[src/rtl/fifo_rv_stream.sv]
// Ready/valid stream FIFO with selectable first-word-fall-through or registered output,
// plus level reporting, peak watermark and threshold flags.
module fifo_rv_stream #(
    parameter int DATA_WIDTH = 8,
    parameter int DEPTH      = 16,
    parameter int FWFT       = 1,
    parameter int AF_THRESH  = DEPTH - 2,
    parameter int AE_THRESH  = 2,
    localparam int LW        = $clog2(DEPTH) + 2
) (
    input  logic                  clk,
    input  logic                  clr,
    input  logic                  flush,
    input  logic                  clear_stats,
    input  logic                  s_valid,
    output logic                  s_ready,
    input  logic [DATA_WIDTH-1:0] s_data,
    output logic                  m_valid,
    input  logic                  m_ready,
    output logic [DATA_WIDTH-1:0] m_data,
    output logic [LW-1:0]         level,
    output logic [LW-1:0]         peak,
    output logic                  almost_full,
    output logic                  almost_empty
);

    localparam int AW = $clog2(DEPTH);
    localparam logic [LW-1:0] CAP    = LW'((FWFT != 0) ? DEPTH : DEPTH + 1);
    localparam logic [LW-1:0] AF_LVL = LW'(AF_THRESH);
    localparam logic [LW-1:0] AE_LVL = LW'(AE_THRESH);

    logic [DATA_WIDTH-1:0] mem [DEPTH];
    logic [AW-1:0]         wr_ptr;
    logic [AW-1:0]         rd_ptr;
    logic                  push;
    logic                  pop;
    logic                  rd_adv;
    logic [LW-1:0]         level_nxt;

    assign s_ready      = (level < CAP);
    assign push         = s_valid && s_ready;
    assign pop          = m_valid && m_ready;
    assign almost_full  = (level >= AF_LVL);
    assign almost_empty = (level <= AE_LVL);

    always_comb begin
        level_nxt = level;
        if (flush)
            level_nxt = '0;
        else
            level_nxt = level + LW'(push) - LW'(pop);
    end

    // Storage is never reset; validity is tracked purely by level and pointers.
    always_ff @(posedge clk) begin
        if (push)
            mem[wr_ptr] <= s_data;
    end

    always_ff @(posedge clk or negedge clr) begin
        if (!clr) begin
            wr_ptr <= '0;
            rd_ptr <= '0;
            level  <= '0;
            peak   <= '0;
        end else begin
            if (flush) begin
                wr_ptr <= '0;
                rd_ptr <= '0;
            end else begin
                if (push)
                    wr_ptr <= wr_ptr + AW'(1);
                if (rd_adv)
                    rd_ptr <= rd_ptr + AW'(1);
            end
            level <= level_nxt;
            if (clear_stats)
                peak <= level_nxt;
            else if (level_nxt > peak)
                peak <= level_nxt;
        end
    end

    generate
        if (FWFT != 0) begin : g_fwft
            assign m_valid = (level != '0);
            assign rd_adv  = pop;
            assign m_data  = m_valid ? mem[rd_ptr] : '0;
        end else begin : g_reg
            logic                  out_valid;
            logic [DATA_WIDTH-1:0] out_data;
            logic [LW-1:0]         mem_cnt;

            // Level counts the output register, so memory occupancy excludes it.
            assign mem_cnt = level - LW'(out_valid);
            assign rd_adv  = (mem_cnt != '0) && (!out_valid || pop);

            always_ff @(posedge clk or negedge clr) begin
                if (!clr) begin
                    out_valid <= 1'b0;
                    out_data  <= '0;
                end else if (flush) begin
                    out_valid <= 1'b0;
                end else if (rd_adv) begin
                    out_valid <= 1'b1;
                    out_data  <= mem[rd_ptr];
                end else if (pop) begin
                    out_valid <= 1'b0;
                end
            end

            assign m_valid = out_valid;
            assign m_data  = out_valid ? out_data : '0;
        end
    endgenerate

endmodule

[config.mk]
export PLATFORM = sky130hd
export DESIGN_NAME = fifo_rv_stream
export DESIGN_NICKNAME = d
export VERILOG_FILES = /design/src/rtl/fifo_rv_stream.sv
export SDC_FILE = /design/constraint.sdc
export NUM_CORES = 1
export LEC_CHECK = 0
export CORE_AREA = 2 2 111 113
export CTS_BUF_LIST = sky130_fd_sc_hd__clkbuf_8
export DETAILED_ROUTE_END_ITERATION = 10
export DIE_AREA = 0 0 113 115
export PLACE_DENSITY = 0.77
export SLEW_MARGIN = 15
export SYNTH_ARGS = -nofsm -noshare
export SYNTH_HDL_FRONTEND = slang
export SYNTH_SLANG_ARGS = --single-unit
export TNS_END_PERCENT = 50
[constraint.sdc]
create_clock -name clk -period 3.45 [get_ports clk]
set_input_delay 0.69 -clock clk [delete_from_list [all_inputs] [get_ports clk]]
set_output_delay 0.69 -clock clk [all_outputs]
set_load 0.005 [all_outputs]
Word-level counts from Yosys, hierarchy flattened --
Memories as Yosys holds them, arrays and structs flattened. Cells that the tools add are included.
Word-level totals: register bits 20, memory bits (writable) 128, logic and storage cells 29, memories kept 1
Memories:
- mem | words 16, bits a word 8, rd ports 1, clocked after Yosys merged registers in 0, write ports 1, line 32 | logic [DATA_WIDTH-1:0] mem [DEPTH];
Cells by class: add/sub/neg operators 4, magnitude comparators 4, muxes and demuxes 10, reductions and logical operators 6
Operator list (count):
- $mux W6 | 3
- $mux W4 | 4
- $add A4 B1 Y4 const B | 2
- $mux W8 | 1
- $add A6 B1 Y6 | 1
- $ge A6 B4 Y1 const B | 1
- $gt A6 B6 Y1 | 1
- $le A6 B2 Y1 const B | 1
- $lt A6 B5 Y1 const B | 1
- $reduce_bool A2 Y1 | 3
- $reduce_bool A6 Y1 | 1
- $sub A6 B1 Y6 | 1
- $logic_and A1 B1 Y1 | 2
- $mux W1 | 2

Depth between registers and ports, before layout --
depth after elaboration 8, gate-level depth with buffers 18

Worst setup path after synthesis --
OpenSTA, ideal clock, no wires.
kind flip-flop to flip-flop, start point reg level[4], end point reg peak[0], library setup time 125 ps, arrival time 3723 ps, data required time 3325 ps, setup slack -398 ps, stages on the path, launching flop included 19, clock period less this slack 3848 ps, cells stage by stage dfrtp_1 > inv_1 > ha_1 > nand4bb_1 > clkbuf_1 > nand2_1 > inv_1 > ha_1 > inv_1 > ha_1 > fa_1 > a21oi_1 > o21bai_1 > mux2i_1 > ha_1 > and4_1 > and4b_1 > a31oi_4 > mux2_2
On the way: longest elaborated chain between the ends 7, elaborated cells between the ends (all ways) 11, those cells by class 2 x add/sub; 2 x order compare; 3 x mux; 4 x reduce/logical
Ends and longest elaborated chain:
- from (decl) | line 21 | output logic [LW-1:0] level,
- from (signal assigned) | line 76 | level <= level_nxt;
- $lt A6 B5 Y1 | line 40 | assign s_ready = (level < CAP);
- named net s_ready | line 16 | output logic s_ready,
- $logic_and A1 B1 Y1 | line 41 | assign push = s_valid && s_ready;
- $add A6 B1 Y6 | line 51 | level_nxt = level + LW'(push) - LW'(pop);
- $sub A6 B1 Y6 | line 51
- $mux W6 | line 48 | if (flush)
- named net level_nxt[4] | line 38 | logic [LW-1:0] level_nxt;
- $gt A6 B6 Y1 | line 79 | else if (level_nxt > peak)
- $reduce_bool A2 Y1 (no source line)
- to (signal assigned) | line 78 | peak <= level_nxt;
- to (signal assigned) | line 80 | peak <= level_nxt;
- to (decl) | line 22 | output logic [LW-1:0] peak,
The timed path passes the listed nets, and every way through them passes these cells. The select of a mux whose other input is x is not followed. A chain may end at the register's enable or synchronous reset.

Worst setup path after layout --
start point reg level[2], end point reg peak[1]
On the way: longest elaborated chain between the ends 7, elaborated cells between the ends (all ways) 11, those cells by class 2 x add/sub; 2 x order compare; 3 x mux; 4 x reduce/logical
Ends and longest elaborated chain (line):
- $lt A6 B5 Y1 | 40
- $logic_and A1 B1 Y1 | 41
- $add A6 B1 Y6 | 51
- $sub A6 B1 Y6 * | 51
- $mux W6 * | 48
- named net level_nxt[4] | 38
- $gt A6 B6 Y1 * | 79
- $reduce_bool A2 Y1 (no source line) *
The timed path passes the listed nets; every way through them passes the cells marked *. The select of a mux whose other input is x is not followed.

==> impl_summary.txt <==
----------------------------------------------------
[Run status]
  Run status ... finished, violations left
  Violations in the final reports ... design-rule violations, negative setup slack

[STA]
  Clock period minus final worst setup slack ... ~3600 ps
  Setup repair after global routing missed its margin ... true
  Setup ws final ... -112.4 ps
  Worst slack on hold paths ... about 560 ps
  Part of the cycle the worst path needs ... 103.3%
  Max-slew violation count ... 0
  Least-Margin Pin Slew ... around 960 ps
  Highest attainable clock frequency ... between 200 and 300 MHz
  Count of final hold-check violations ... 0
  TNS Setup ... -637.8 ps
  Worst clock skew ... between 9 and 10 ps
  Headroom to the max-slew limit ... 36.10%
  Number of failing setup endpoints in the final timing report ... 6

[Global routing]
  Number of antenna violations at the first check in global routing ... 0
  Number of global-route vias before repair ... about 3,700
  First-pass GRT wire length ... 20,820 µm
  GR Util All Layers ... between 20% and 30%
  Remaining Overflow, GRT ... 0
  Maximum number of pins on one net before global-route repair ... 24

[Synth]
  Top cell type's share of synthesized area ... between 50% and 60%
  Most numerous cell in the Yosys netlist ... edfxtp_1
  Cells after Synth ... ~350
  Mapped Area ... 6470 µm²
  Synth async-reset ratio ... a little over an eighth
  Dominant register cell in the synthesized netlist ... edfxtp_1
  Cell taking the most area after synthesis ... edfxtp_1
  Synthesized Nets ... just under 400
  Count of warnings emitted by yosys ... 0
  Largest cells by area after synthesis ... edfxtp_1 59%, mux4_1 13%, dfrtp_1 7.7%, ha_1 4.3%, mux2i_1 2.6%
  Avg Inst Size Synth ... 18.43 µm²
  Number of different library cells in the post-synthesis netlist ... 44
  Post-synth top cells ... 128 x edfxtp_1, 31 x mux4_1, 22 x ha_1, 20 x dfrtp_1, 17 x mux2i_1
  Number of enable flip-flop cells after synthesis ... approximately 130
  Number of synthesized register bits ... around 150
  Sequential element share of the synthesized area ... 67.14%

[Placement]
  Final Wtd Congestion ... 0.9043
  Count of buffers inserted at the top-level ports ... 37
  Placed cells ... ~550
  Worst Setup Slack post-DPL ... -576.0 ps
  Final HPWL DP ... 8607 µm

[Setup path]
  Kind of end point of the critical path ... flop
  Arrival time at the worst endpoint ... approximately 3900 ps
  Type of element launching the critical path ... flop
  Maximum fanout along the worst path ... 6
  Required @ worst endpoint ... ~3800 ps
  Setup slack, reg-to-reg ... -110 ps
  Start-to-end type of the worst setup path ... reg2reg

[Floorplan]
  Vert. Die Dim ... around 120 µm
  Width of the chip ... 113 µm
  Floorplan row count ... 40
  Core area ... about 12,000 µm²
  Initial core utilization ... a little over half
  Die footprint ... around 13,000 µm²
  Number of top-level pins ... 38

[Clock tree]
  Hold-fix buffers, CTS ... 0
  Clk sinks ... 148
  CTS Buf Count ... 17
  Clock root buffer ... clkbuf_8
  Deepest clock path buffer count ... 2
  Clock Latency Late Sink ... roughly 440 ps
  Clock tree from TritonCTS ... done
  Worst-path clk slew ... 70 ps
  Htree depth ... 4

[Final layout]
  Number of nets at the end of the flow ... between 400 and 500
  Area grow syn2layout ... 21.58%
  Final core occ ... 66.60%
  Fin cells ... roughly 600
  Antenna cells ... 0
  Share of layout cells above drive strength 1 ... between 20 and 25%

[Route]
  Number of iterations in the first detailed-routing pass ... 7
  Number of routed nets with antenna violations ... 0
  Wire length per cell ... 21.88 µm
  Iteration-0 DRC count of the detailed router ... approximately 260
  Total wire length ... approximately 13,000 µm
  Overall via count from detail_route ... roughly 3,500
  Via density per instance ... around 5.8
  DRC Markers ... 4

[Run]
  Maximum capacitance violations ... 0

[Pwr]
  Total power divided by cell area ... between 700 and 800 nW/µm²
  Leakage power ... roughly 2.9 nW
  IR Drop Worst-Case VDD ... around 0.48 mV

[Hold path]
  Hold WC Path Type ... reg2reg

----------------------------------------------------
==> sequential cells by signal, indices dropped and copies added (netlist names) <==
signal,cells
wr_ptr,4
level,6
peak,6
rd_ptr,4
mem,128
==> cell type report <==
cell class | count | area [µm²]
Timing Repair Buffer | 81 | 713.2
Fill cell | 779 | 3945
Clock inverter | 11 | 205.2
Inverter | 16 | 60.06
Sequential cell | 148 | 4344
Tap cell | 147 | 183.9
Clock buffer | 21 | 289.0
Multi-Input combinational cell | 173 | 2071
==> metal layers <==
metal	vias to the layer above	routed length, µm	track usage (%)	share of wire, %
met2	117	6499	36.09	50
met1	1766	5580	28.48	43
met3	29	605	6.431	4.6
li1	1578	-	-	-
met5	-	0	0	0
met4	0	378	8.862	2.9
==> cell usage in the layout (no fill, tap or decap), types with 3 or more instances in the layout <==
cell	instances
xor2_1	5
edfxtp_1	128
dfrtp_1	20
buf_4	43
mux2i_1	17
mux2_4	6
inv_1	12
ha_4	4
nor2_1	12
clkbuf_8	21
bufinv_16	6
and3_1	7
clkdlybuf4s50_1	37
nor2b_1	4
ha_1	18
mux4_1	31
and2_1	12
nand2_1	6
nand3_1	10
inv_2	6
o22ai_1	8
nand2b_1	3
==> path summary, 6_finish.rpt <==
check	to	startpoint	cells past startpoint
worst max-delay path	peak[1]$_DFFE_PN0P_	level[2]$_DFF_PN0_	18
worst min-delay path	rd_ptr[3]$_DFFE_PN0P_	rd_ptr[3]$_DFFE_PN0P_	2
worst max register to register	peak[1]$_DFFE_PN0P_	level[2]$_DFF_PN0_	18
worst min register to register	rd_ptr[3]$_DFFE_PN0P_	rd_ptr[3]$_DFFE_PN0P_	2
max in group asynchronous	rd_ptr[2]$_DFFE_PN0P_	clr	1
min in group asynchronous	peak[2]$_DFFE_PN0P_	clr	1
==> timing repair <==
item | CTS | global route
hold endpoints to repair | 0 | 0
pin swaps | 8 | 3
cloned | 0 | 0
endpoints found under the setup margin | 6 | 6
buffers inserted | 5 | 7
gates resized for setup | 7 | 0
==> through the flow <==
stage / total power, W / cell area [µm²]
floorplan: 0.003419 / 6556
global placement: 0.004185 / 7237
detailed placement: 0.004251 / 7237
CTS: 0.006004 / 7814
global route: 0.006355 / 7866
finish: 0.006042 / 7866
==> cell families after synthesis <==
kind of cell	count (synthesis)	share of synthesized area, %
AND/OR/NAND/NOR	65	5.589
adder cells (fa/ha/maj)	23	4.564
flip-flops	148	67.14
buffers and inverters	30	2.533
AO/OA/AOI/OAI	22	2.437
multiplexers	56	16.79
XOR/XNOR	7	0.9476
==> critical path: stages (launching register included) <==
cell and delay (ps):
dfrtp_1 410, inv_2 100, ha_4 140, nand4bb_4 140, nand2_4 90, inv_2 40, ha_4 250, inv_2 30
ha_4 160, fa_2 350, a21oi_2 120, o21bai_1 90, mux2i_1 220, ha_1 300, and4_1 180, and4b_1 220
a31oi_4 180, buf_12 150, mux2_4 290
==> report_power, final <==
group,switching (W),internal [W]
Clock,0.000608,0.00100
Sequential,0.0000728,0.00206
Combinational,0.000994,0.00130
No activity file was read; power rests on OpenSTA's default activity.
